--- config.mk ---
export PLATFORM = sky130hd
export DESIGN_NAME = tone_decoder
export DESIGN_NICKNAME = d
export VERILOG_FILES = /design/src/rtl/drive_pkg.sv /design/src/rtl/tone_sync.sv /design/src/rtl/tone_decoder.sv
export SDC_FILE = /design/constraint.sdc
export NUM_CORES = 1
export LEC_CHECK = 0
export BUFFER_PORTS_ARGS = -buffer_cell sky130_fd_sc_hd__buf_4
export CAP_MARGIN = 25
export CORE_MARGIN = 2
export CORE_UTILIZATION = 45
export CTS_CLUSTER_SIZE = 14
export DETAILED_ROUTE_END_ITERATION = 7
export SLEW_MARGIN = 30
export SYNTH_ARGS = -nofsm -noshare
export SYNTH_HDL_FRONTEND = slang
export SYNTH_SLANG_ARGS = --single-unit
--- constraint.sdc ---
create_clock -name clk -period 2 [get_ports clk]
set_clock_uncertainty 0.15 [all_clocks]
set_input_delay 0.2 -clock clk [delete_from_list [all_inputs] [get_ports clk]]
set_output_delay 0.2 -clock clk [all_outputs]
set_load 0.01 [all_outputs]
--- src/rtl/drive_pkg.sv ---
// Shared drive-side definitions: direction codes, tone FSM states, counter width.
package drive_pkg;

  localparam int CNT_W = 24;

  typedef enum logic [1:0] {
    DIR_STRAIGHT = 2'b00,
    DIR_LEFT     = 2'b01,
    DIR_RIGHT    = 2'b10,
    DIR_BACK     = 2'b11
  } dirE;

  typedef enum logic [1:0] {
    TD_IDLE    = 2'b00,
    TD_QUALIFY = 2'b01,
    TD_VALID   = 2'b10,
    TD_RELEASE = 2'b11
  } tdStateE;

  // True when exactly one of the four direction tones is present.
  function automatic logic oneHot4(input logic [3:0] v);
    return (v != 4'd0) && ((v & (v - 4'd1)) == 4'd0);
  endfunction

  // Map a one-hot tone vector (bit 0 = STRAIGHT) to its direction code.
  function automatic dirE toDir(input logic [3:0] v);
    dirE d;
    d = DIR_STRAIGHT;
    if (v[1]) d = DIR_LEFT;
    if (v[2]) d = DIR_RIGHT;
    if (v[3]) d = DIR_BACK;
    return d;
  endfunction

  // Tone vector that corresponds to a captured direction code.
  function automatic logic [3:0] dirMask(input dirE d);
    return 4'b0001 << d;
  endfunction

endpackage

--- src/rtl/tone_sync.sv ---
// Parameterized-width two-flop synchronizer with asynchronous active-low clear.
module tone_sync #(
  parameter int W = 1
) (
  input  logic         clk,
  input  logic         rst_n,
  input  logic [W-1:0] d,
  output logic [W-1:0] q
);

  logic [W-1:0] metaReg;
  logic [W-1:0] syncReg;

  // Two back-to-back flops give metastability a full cycle to settle.
  always_ff @(posedge clk or negedge rst_n) begin
    if (!rst_n) begin
      metaReg <= '0;
      syncReg <= '0;
    end else begin
      metaReg <= d;
      syncReg <= metaReg;
    end
  end

  assign q = syncReg;

endmodule

--- src/rtl/tone_decoder.sv ---
// Tone decoder: qualifies a single stable band-pass tone into a held junction
// command (tdEn/tdDir) that stays up until tdAck, then waits for a silent gap.
// Optional feature macro TONE_STOP_EN: qualifies bp5 into a one-cycle tdStop
// pulse that also cancels any pending command.
module tone_decoder
  import drive_pkg::*;
#(
  parameter int QUAL_CYCLES = 1_000_000,
  parameter int GAP_CYCLES  = 500_000
) (
  input  logic       clk,
  input  logic       rst_n,
  input  logic       bp1,
  input  logic       bp2,
  input  logic       bp3,
  input  logic       bp4,
  input  logic       bp5,
  input  logic       tdAck,
  output logic       tdEn,
  output logic [1:0] tdDir,
  output logic       tdStop
);

  localparam logic [CNT_W-1:0] QUAL_LAST = CNT_W'(QUAL_CYCLES - 1);
  localparam logic [CNT_W-1:0] GAP_LAST  = CNT_W'(GAP_CYCLES - 1);
  localparam logic [CNT_W-1:0] CNT_ONE   = CNT_W'(1);

  logic [4:0]       s;         // s[3:0] = STRAIGHT..BACK, s[4] = STOP
  logic [3:0]       tones;
  tdStateE          stateReg, stateNext;
  logic [CNT_W-1:0] cntReg, cntNext;
  dirE              dirReg, dirNext;   // captured tone code
  logic             tdEnReg;
  logic [1:0]       tdDirReg;
  logic             tdStopReg;
  logic             stopFire;

  tone_sync #(.W(5)) uSync (
    .clk   (clk),
    .rst_n (rst_n),
    .d     ({bp5, bp4, bp3, bp2, bp1}),
    .q     (s)
  );

  assign tones = s[3:0];

`ifdef TONE_STOP_EN
  logic [CNT_W-1:0] stopCntReg;
  logic             stopDoneReg;

  assign stopFire = s[4] && !stopDoneReg && (stopCntReg == QUAL_LAST);

  // Independent stop qualifier; re-arms only once the stop tone has gone away.
  always_ff @(posedge clk or negedge rst_n) begin
    if (!rst_n) begin
      stopCntReg  <= '0;
      stopDoneReg <= 1'b0;
    end else if (!s[4]) begin
      stopCntReg  <= '0;
      stopDoneReg <= 1'b0;
    end else if (!stopDoneReg) begin
      if (stopFire) begin
        stopCntReg  <= '0;
        stopDoneReg <= 1'b1;
      end else begin
        stopCntReg <= stopCntReg + CNT_ONE;
      end
    end
  end
`else
  logic unusedStopTone;
  assign unusedStopTone = s[4];
  assign stopFire       = 1'b0;
`endif

  // State, shared counter, captured code and registered outputs.
  always_ff @(posedge clk or negedge rst_n) begin
    if (!rst_n) begin
      stateReg  <= TD_IDLE;
      cntReg    <= '0;
      dirReg    <= DIR_STRAIGHT;
      tdEnReg   <= 1'b0;
      tdDirReg  <= 2'b00;
      tdStopReg <= 1'b0;
    end else begin
      stateReg  <= stateNext;
      cntReg    <= cntNext;
      dirReg    <= dirNext;
      tdEnReg   <= (stateNext == TD_VALID);
      if (stateNext == TD_VALID) tdDirReg <= dirNext;
      tdStopReg <= stopFire;
    end
  end

  // Next-state logic; a qualified stop overrides every state.
  always_comb begin
    stateNext = stateReg;
    cntNext   = cntReg;
    dirNext   = dirReg;
    unique case (stateReg)
      TD_IDLE: begin
        if (oneHot4(tones)) begin
          dirNext   = toDir(tones);
          cntNext   = '0;
          stateNext = TD_QUALIFY;
        end
      end
      TD_QUALIFY: begin
        if (tones != dirMask(dirReg)) begin
          stateNext = TD_IDLE;
        end else if (cntReg == QUAL_LAST) begin
          stateNext = TD_VALID;
        end else begin
          cntNext = cntReg + CNT_ONE;
        end
      end
      TD_VALID: begin
        if (tdAck) begin
          cntNext   = '0;
          stateNext = TD_RELEASE;
        end
      end
      TD_RELEASE: begin
        if (tones != 4'd0) begin
          cntNext = '0;
        end else if (cntReg == GAP_LAST) begin
          stateNext = TD_IDLE;
        end else begin
          cntNext = cntReg + CNT_ONE;
        end
      end
      default: stateNext = TD_IDLE;
    endcase
    if (stopFire) begin
      cntNext   = '0;
      stateNext = TD_RELEASE;
    end
  end

  assign tdEn   = tdEnReg;
  assign tdDir  = tdDirReg;
  assign tdStop = tdStopReg;

endmodule

==> impl_metrics.csv, run 1 <==
group,metric,value,unit
run_status,status,"complete, but fails checks",
run_status,violations,"negative setup slack",
global_route,grt_max_degree,40,
clock_network,clkSinkCount,39,
logic_synthesis,async_reset_ff_share,100.0,%
setup_path,crit_required,2.02,ns
clock_network,htreeDepth,2,
clock_network,clockBufferDepth,2,
hold_path,hold_path_startpoint,"uSync.metaReg[0]$_DFF_PN0_",
clock_network,cts_tree,"built",
logic_synthesis,synth_area_leaders,"dfrtp_1 46%, o21ai_0 6.9%, o31ai_1 5.3%",
clock_network,clk_latency,0.30,ns
global_route,overflow,0,
routing,wl,5.710,mm
power,ir_worst_vdd,0.0005254,V
finish,fin_nets,305,
finish,drive_gt1_share,36.03,%
logic_synthesis,synth.cell_area,2111,sq um
hold_path,hold_path_class,"reg2reg",
logic_synthesis,yosysWarningCount,0,
setup_path,crit_path_start,"uSync.q[2]$_DFF_PN0_",
sta,hold_viol_final,0,
sta,drv_slew,0,
sta,fin_ws,-0.2263,ns
routing,drt_iter0_drc,95,
logic_synthesis,synthCells,225,
sta,finalCriticalPeriod,2.226,ns
logic_synthesis,yosysSeqAreaShare,46.24,%
logic_synthesis,synth_common_cells,"39 x dfrtp_1, 29 x o21ai_0, 18 x nor2_1",
routing,ant_nets,0,
routing,viasPerCell,5.977,
global_route,antenna_found_initial,0,
setup_path,start_kind,"flop",
sta,period_share,111.3,%
setup_path,crit_slowest_cell,"or4_4",
placed_design,routabilityCongestion,0.8414,
sta,hold_slack,0.2022,ns
placed_design,port_buffers,9,
logic_synthesis,synth_cell_types,46,
setup_path,critPathMaxFanout,4,
logic_synthesis,ys_seq_elements,39,
finish,antennaDiodeCount,0,
logic_synthesis,synth_edf_count,0,
power,p_leak,1.317,nW
sta,fin_tns_setup,-4.347,ns
sta,rsz0062_at_grt,"yes",
die,die-width,72.49,microns
clock_network,clk_pin_slew,0.07,ns
routing,wl_per_cell,16.36,microns
die,io_pins,12,
global_route,grt_pass1_vias,2159,
placed_design,dpl.hpwl,3.781,mm
setup_path,r2r_start,"uSync.q[2]$_DFF_PN0_",
die,die_h,72.49,microns
logic_synthesis,synth_top_area_share,46.24,%
die,die_area,5255,sq um
die,initial_core_util,47.49,%
placed_design,post-place-ws,-0.2104,ns
setup_path,crit_type,"reg2reg",
setup_path,path_cells,"or4_4, nor4_4, nand2b_1, o2bb2ai_4, nand2_4, buf_6, buf_6, o311ai_2",
logic_synthesis,synth_most_common_cell,"dfrtp_1",
clock_network,numCtsBuffers,5,
die,rows,24,
clock_network,clockRootBuffer,"clkbuf_8",
routing,drt_pass1_iterations,4,
finish,area_growth,40.19,%
routing,drc,0,
logic_synthesis,syn_area_per_cell,9.381,sq um
run,cap_viol_max_count,0,
sta,fmax,0.4492,GHz
setup_path,end_kind,"flop",
logic_synthesis,syn_nets,234,
global_route,grt_first_pass_wirelength,10.02,mm
routing,vias,2086,
logic_synthesis,yosysTopAreaCell,"dfrtp_1",
global_route,gr-usage-all-layers,24.34,%
sta,setup_viol,28,
logic_synthesis,synthFlopType,"dfrtp_1",
setup_path,cpPeakStageDelay,0.56,ns
power,p_per_area,808.0,nW/um^2
die,core_area,4444,sq um
setup_path,worstPathArrival,2.24,ns
setup_path,crit_top_cell,"buf_6",
## cell type report
| class | count | area [sq um] |
|---|---|---|
| fill | 331 | 1485 |
| multi-input combinational | 171 | 1179 |
| sequential | 39 | 977.2 |
| timing repair buffer | 73 | 603.1 |
| clock buffer | 5 | 68.82 |
| tap | 52 | 65.06 |
| clock inverter | 3 | 43.79 |
| inverter | 6 | 22.52 |
## per-layer routing
metal	share of wire, %	wire length [microns]	global-route usage (%)
met2	50	2867	41.79
met1	42	2390	29.95
met4	3.0	173	9.259
met5	0	0	0
met3	4.9	279	5.278
## worst max-delay path, delay by kind of cell (launching register included)
kind,cells,cell delay (ns)
AND/OR/NAND/NOR,4,1.11
AO/OA/AOI/OAI,2,0.23
buffers and inverters,2,0.19
flip-flops,1,0.42
## worst paths after layout
path,to,slack [ns],cells after the start
setup / recovery,cntReg[22]$_DFFE_PN0P_,-0.23,8
hold / removal,uSync.q[0]$_DFF_PN0_,0.20,0
setup reg to reg,cntReg[22]$_DFFE_PN0P_,-0.23,8
hold reg to reg,uSync.q[0]$_DFF_PN0_,0.20,0
max in group asynchronous,uSync.q[2]$_DFF_PN0_,1.08,2
min in group asynchronous,uSync.q[0]$_DFF_PN0_,0.27,2
## cells by family (layout without fill, tap and decap cells)
kind of cell,after synthesis,count (layout),synth area share (%)
muxes,4,4,2.015
buffers and inverters,15,87,4.387
adders and majority gates,1,1,0.5927
AOI/OAI and AO/OA,77,77,23.77
and+or+nand+nor,87,87,22.41
xor gates and xnor gates,1,1,0.4150
DFF,39,39,46.24
other,1,1,0.1777
## flip-flops by register name, indices dropped and copies added (netlist names)
name / flops
stateReg: 2
tdEn: 1
dirReg: 2
tdDir: 2
cntReg: 24
uSync.metaReg: 4
uSync.q: 4
## layout by cell type, fill, tap and decap left out, types with 8 or more instances in the layout
| master | count |
|---|---|
| a21oi_1 | 11 |
| and3_1 | 8 |
| buf_4 | 59 |
| buf_6 | 8 |
| dfrtp_1 | 38 |
| nand2_1 | 17 |
| nand3_1 | 13 |
| nor2_1 | 16 |
| o21ai_0 | 15 |
| o21ai_1 | 13 |
| o31ai_1 | 10 |
## where the power goes
group,total [mW],switching [mW],internal (mW)
Sequential,0.920,0.0674,0.853
Clock,0.662,0.290,0.371
Combinational,0.809,0.469,0.340
Total,2.39,0.827,1.56
## repair_timing
item | in CTS | in global routing
pin swaps | 8 | 12
hold endpoints to repair | 43 | 0
resized for setup | 15 | 33
endpoints found under the setup margin | 27 | 29
gates cloned | 1 | 0
setup buffers | 8 | 3
hold buffers | 5 | 0
## per-stage QoR
stage	power [mW]	instances	instance area, sq um	util, %
CTS	2.341	349	2899	65.23
floorplan	1.366	225	2128	-
global route	2.522	349	2959	66.58
global placement	1.604	327	2591	58.31
detailed placement	1.629	327	2591	58.31
finish	2.391	349	2959	66.58
(Power assumes the default switching activity.)
==> inputs of run 2 (changes only) <==
--- a/config.mk
+++ b/config.mk
@@ -5,6 +5,7 @@
 export SDC_FILE = /design/constraint.sdc
 export NUM_CORES = 1
 export LEC_CHECK = 0
+export ABC_AREA = 1
 export BUFFER_PORTS_ARGS = -buffer_cell sky130_fd_sc_hd__buf_4
 export CAP_MARGIN = 25
 export CORE_MARGIN = 2
==> impl_metrics.csv, run 2 <==
group,metric,value,unit
sta,fin_tns_setup,0,ns
logic_synthesis,syn_area_per_cell,6.506,sq um
hold_path,hold_end,"tdEn$_DFF_PN0_",
logic_synthesis,yosysWarningCount,0,
logic_synthesis,syn_nets,415,
logic_synthesis,synth_top_area_share,36.95,%
global_route,grt_first_pass_wirelength,11.94,mm
logic_synthesis,synth.cell_area,2641,sq um
sta,hold_viol_final,0,
logic_synthesis,yosysTopAreaCell,"dfrtp_1",
setup_path,end_kind,"flop",
clock_network,cts_tree,"built",
logic_synthesis,synthFlopType,"dfrtp_1",
clock_network,htreeDepth,2,
routing,wl,6.905,mm
finish,instances_no_fill,511,
logic_synthesis,yosysSeqAreaShare,36.95,%
finish,fill_cells,562,
placed_design,routabilityCongestion,0.9640,
clock_network,clockRootBuffer,"clkbuf_8",
clock_network,numCtsBuffers,5,
placed_design,dp_cells,498,
clock_network,clkSinkCount,39,
clock_network,clockBufferDepth,2,
clock_network,clk_latency,0.30,ns
placed_design,dpl.hpwl,5.208,mm
finish,fin_nets,447,
finish,final_util,55.44,%
setup_path,r2r_start,"cntReg[0]$_DFFE_PN0P_",
setup_path,worstPathArrival,1.92,ns
logic_synthesis,ys_seq_elements,39,
global_route,grt_max_degree,40,
sta,drv_slew,0,
finish,antennaDiodeCount,0,
hold_path,whs_path_depth,6,
setup_path,critPathMaxFanout,9,
setup_path,ff2ff_path_depth,12,
sta,fin_ws,0.1237,ns
logic_synthesis,synth_cell_types,32,
finish,final_common_cell,"nand2_1",
finish,largest_reg_flops,24,
sta,fmax,0.5330,GHz
logic_synthesis,async_reset_ff_share,100.0,%
placed_design,port_buffers,9,
setup_path,crit_required,2.04,ns
setup_path,start_kind,"flop",
routing,drc,0,
logic_synthesis,synth_edf_count,0,
global_route,gr-usage-all-layers,24.13,%
global_route,overflow,0,
die,core_area,5574,sq um
finish,area_growth,17.01,%
setup_path,crit_type,"reg2reg",
global_route,antenna_found_initial,0,
logic_synthesis,synth_most_common_cell,"nand2_1",
die,io_pins,12,
global_route,grt_pass1_vias,2431,
routing,wl_per_cell,13.51,microns
routing,ant_nets,0,
finish,drive_gt1_share,13.90,%
clock_network,clk_pin_slew,0.09,ns
setup_path,r2r_slack,0.12,ns
die,die-width,80.61,microns
sta,finalCriticalPeriod,1.876,ns
power,p_leak,1.432,nW
routing,drt_iter0_drc,179,
power,power,2.247,mW
routing,drt_pass1_iterations,4,
die,die_h,80.61,microns
die,rows,27,
sta,setup_viol,0,
logic_synthesis,synth_common_cells,"149 x nand2_1, 58 x nor2_1, 43 x inv_1",
placed_design,post-place-ws,0.06977,ns
die,die_area,6498,sq um
clock_network,postCtsSetupBuffers,0,
finish,regMostFlops,"cntReg",
power,p_per_area,726.9,nW/um^2
sta,period_share,93.82,%
run,cap_viol_max_count,0,
logic_synthesis,synth_area_leaders,"dfrtp_1 37%, nand2_1 21%, nor2_1 8.2%",
routing,vias,2599,
sta,relSlewSlack,66.25,%
hold_path,hold_path_startpoint,"tdAck",
finish,final_cell_mix,"147 x nand2_1, 54 x nor2_1, 42 x inv_1",
hold_path,hold_path_class,"in2reg",
routing,viasPerCell,5.086,
sta,tightest_slew,0.5063,ns
setup_path,r2r-end,"cntReg[9]$_DFFE_PN0P_",
logic_synthesis,synthCells,406,
power,ir_worst_vdd,0.0005260,V
run_status,status,"finished clean",
die,initial_core_util,47.38,%
[run 2: cell count changes after synthesis, moves of 8 or more]
cell,change
o21ai_0,-19
nor2_1,+40
o21ai_1,+16
nand4_1,+10
a21oi_1,-12
o2111ai_1,+10
o31ai_1,-15
and3_1,-8
inv_1,+37
nand2_1,+132
nand3_1,+16
[run 2: cell type report]
cell class              count  area, sq um  share of cell area (%)
flip-flops and latches     39        979.7                   31.70
clock buffers               5        68.82                   2.227
clock inverters             3        23.77                  0.7692
repair buffers             36        307.8                   9.960
well taps                  72        90.09                   2.915
multi-input cells         311         1449                   46.88
inverters                  45        171.4                   5.547
[run 2: per-stage QoR]
step	hold WS, ns	cell area (sq um)
floorplan	-0.2456	2641
global placement	0.05848	2917
detailed placement	0.05829	2917
CTS	0.1808	3059
global route	0.2110	3090
finish	0.1780	3090
[run 2: critical path, cell delays in order (launching register included)]
cell	delay, ns
dfrtp_1	0.42
ha_4	0.19
inv_1	0.10
nor2_4	0.05
nand3_1	0.06
nor2_1	0.05
nand2_1	0.12
nor2_2	0.05
nor2_2	0.16
nand2_4	0.12
buf_4	0.19
nand2_1	0.05
o21ai_1	0.06
[run 2: repair_timing]
| item | in CTS | in global routing |
|---|---|---|
| setup endpoints to repair | 0 | 26 |
| endpoints found under the hold margin | 43 | 0 |
| resized for setup | 0 | 12 |
| hold buffers | 5 | 0 |
[run 2: cell families after synthesis]
logic type	after synthesis	synth area share [%]
flops	39	36.95
buf+inv	56	9.237
simple gates	260	41.26
xor+xnor	2	0.6633
fa+ha+maj	1	0.4736
other cells	1	0.1420
compound gates	47	11.27
[run 2: worst max-delay path by stage]
stage,start,endpoint,cells after the start
final,cntReg[0]$_DFFE_PN0P_,cntReg[9]$_DFFE_PN0P_,12
after global routing,cntReg[0]$_DFFE_PN0P_,tdDir[1]$_DFFE_PN0N_,12
after CTS,cntReg[0]$_DFFE_PN0P_,tdDir[0]$_DFFE_PN0N_,12
after detailed placement,cntReg[0]$_DFFE_PN0P_,tdDir[0]$_DFFE_PN0N_,12
after global placement,uSync.q[3]$_DFF_PN0_,cntReg[9]$_DFFE_PN0P_,9
after floorplan,cntReg[0]$_DFFE_PN0P_,cntReg[5]$_DFFE_PN0P_,13
[run 2: where the power goes]
group | switching, mW | internal, mW | total (mW)
Sequential | 0.0573 | 0.843 | 0.900
Clock | 0.325 | 0.250 | 0.575
Combinational | 0.482 | 0.290 | 0.771
Total | 0.864 | 1.38 | 2.25
[run 2: routing by layer]
| layer | global-route usage, % | vias up | part of all wire (%) |
|---|---|---|---|
| met5 | 0 | - | 0 |
| met4 | 5.254 | 0 | 0.88 |
| met3 | 3.933 | 7 | 4.3 |
| met2 | 36.50 | 47 | 44 |
| met1 | 36.00 | 1176 | 51 |
| li1 | - | 1369 | - |
==> inputs of run 3 (changes only) <==
==> constraint.sdc (replaced) <==
create_clock -name clk -period 2 [get_ports clk]
set_clock_uncertainty 0.15 [all_clocks]
set_input_delay 0.1 -clock clk [delete_from_list [all_inputs] [get_ports clk]]
set_output_delay 0.1 -clock clk [all_outputs]
set_load 0.01 [all_outputs]
==> impl_metrics.csv, run 3 (synthesis gave the netlist of run 2 again) <==
group,metric,value,unit
routing,drt_iter0_drc,186,
die,io_pins,12,
finish,design_area,3105,sq um
setup_path,r2r-end,"cntReg[4]$_DFFE_PN0P_",
die,core_area,5574,sq um
power,p_leak,1.450,nW
routing,wl_per_cell,13.50,microns
placed_design,post_dp_cell_area,2917,sq um
sta,tightest_slew,0.5180,ns
clock_network,htreeDepth,2,
finish,ff_latch_area,979.7,sq um
die,die_h,80.61,microns
setup_path,start_kind,"flop",
finish,final_util,55.71,%
sta,drv_slew,0,
die,rows,27,
finish,instances_no_fill,512,
sta,hold_slack,0.08825,ns
global_route,grt_first_pass_wirelength,11.56,mm
power,p_switching,823.2,uW
finish,largest_reg_flops,24,
setup_path,crit_required,2.08,ns
finish,regMostFlops,"cntReg",
clock_network,clockBufferDepth,2,
finish,antennaDiodeCount,0,
setup_path,crit_type,"reg2reg",
finish,fill_cells,556,
hold_path,whs_path_depth,6,
die,die_area,6498,sq um
power,combPwrFrac,33.7,%
sta,finalCriticalPeriod,1.845,ns
sta,rsz0062_at_grt,"no",
clock_network,clockRootBuffer,"clkbuf_8",
setup_path,worstPathArrival,1.92,ns
clock_network,cts_tree,"built",
global_route,grt_pass1_vias,2406,
placed_design,post-place-ws,0.09850,ns
finish,fin_nets,448,
setup_path,ff2ff_path_depth,12,
setup_path,r2r_slack,0.16,ns
clock_network,numCtsBuffers,5,
finish,drive_gt1_share,14.09,%
placed_design,dpl.hpwl,5.138,mm
power,p_int,1.454,mW
routing,viasPerCell,5.195,
sta,hold_viol_final,0,
sta,fmax,0.5421,GHz
run,cap_viol_max_count,0,
hold_path,hold_path_startpoint,"tdAck",
sta,period_share,92.23,%
placed_design,port_buffers,9,
finish,multi_input_area,1441,sq um
placed_design,dp_cells,498,
die,die-width,80.61,microns
global_route,gr-usage-all-layers,23.41,%
routing,ant_nets,0,
power,pwr-share-clk,26.9,%
finish,final_cell_mix,"147 x nand2_1, 53 x nor2_1, 43 x inv_1",
global_route,grt_max_degree,40,
global_route,antenna_found_initial,0,
setup_path,end_kind,"flop",
power,power,2.278,mW
power,switching_share,36.14,%
setup_path,critPathMaxFanout,17,
finish,area_growth,17.57,%
routing,vias,2660,
power,p_per_area,733.4,nW/um^2
routing,drc,0,
run_status,status,"finished clean",
global_route,overflow,0,
finish,final_common_cell,"nand2_1",
clock_network,clkSinkCount,39,
setup_path,r2r_start,"cntReg[0]$_DFFE_PN0P_",
sta,relSlewSlack,65.47,%
placed_design,routabilityCongestion,0.9423,
power,ir_worst_vdd,0.0005151,V
die,initial_core_util,47.38,%
clock_network,clk_pin_slew,0.08,ns
routing,wl,6.913,mm
routing,drt_pass1_iterations,5,
sta,fin_ws,0.1555,ns
sta,fin_tns_setup,0,ns
hold_path,hold_end,"tdDir[0]$_DFFE_PN0N_",
hold_path,hold_path_class,"in2reg",
sta,setup_viol,0,
clock_network,clk_latency,0.30,ns
power,power_frac_seq,39.5,%
## run 3: cell type report
cell class | count | share of cell area (%)
clock buffer | 7 | 3.102
sequential | 39 | 31.55
inverter | 45 | 5.520
tap | 72 | 2.901
multi-input combinational | 311 | 46.41
clock inverter | 1 | 0.2417
timing repair buffer | 37 | 10.27
## run 3: worst max-delay path: stages (launching register included)
cell and delay, ns:
dfrtp_1 0.36, ha_2 0.21, inv_1 0.08, nor2_4 0.12, nand3_1 0.09, nor2_2 0.13
nand2_2 0.07, nor2_2 0.09, nor2_2 0.06, nand2_4 0.12, buf_12 0.15, nand2_1 0.05
o21ai_1 0.08
## run 3: layer usage
layer	GRT usage, %	part of all wire, %	vias to the layer above
met5	0	0	-
met4	6.780	1.1	0
met3	3.708	5.6	6
met2	35.67	43	73
met1	34.03	50	1209
li1	-	-	1372
## run 3: repair_timing
item / CTS / global route
setup endpoints to repair: 0 / 26
resized for setup: 0 / 12
hold endpoints to repair: 43 / 0
buffers inserted: 0 / 1
hold buffers: 5 / 0
## run 3: worst max-delay path by stage
| stage | from | slack [ns] | endpoint | cells after the start |
|---|---|---|---|---|
| after floorplan | cntReg[0]$_DFFE_PN0P_ | 0.1 | cntReg[5]$_DFFE_PN0P_ | 13 |
| after global placement | uSync.q[3]$_DFF_PN0_ | 0.11 | cntReg[9]$_DFFE_PN0P_ | 9 |
| after detailed placement | cntReg[0]$_DFFE_PN0P_ | 0.1 | tdDir[0]$_DFFE_PN0N_ | 12 |
| after CTS | cntReg[0]$_DFFE_PN0P_ | 0.08 | cntReg[9]$_DFFE_PN0P_ | 12 |
| after global routing | cntReg[0]$_DFFE_PN0P_ | 0.005 | tdDir[1]$_DFFE_PN0N_ | 12 |
| final | cntReg[0]$_DFFE_PN0P_ | 0.16 | cntReg[4]$_DFFE_PN0P_ | 12 |
## run 3: power by group through the flow
| stage | clock, mW | combinational, mW | sequential (mW) |
|---|---|---|---|
| floorplan | 0 | 0.479 | 0.896 |
| global placement | 0 | 0.731 | 0.911 |
| detailed placement | 0 | 0.735 | 0.909 |
| CTS | 0.632 | 0.742 | 0.896 |
| global route | 0.662 | 0.838 | 0.905 |
| finish | 0.612 | 0.767 | 0.899 |
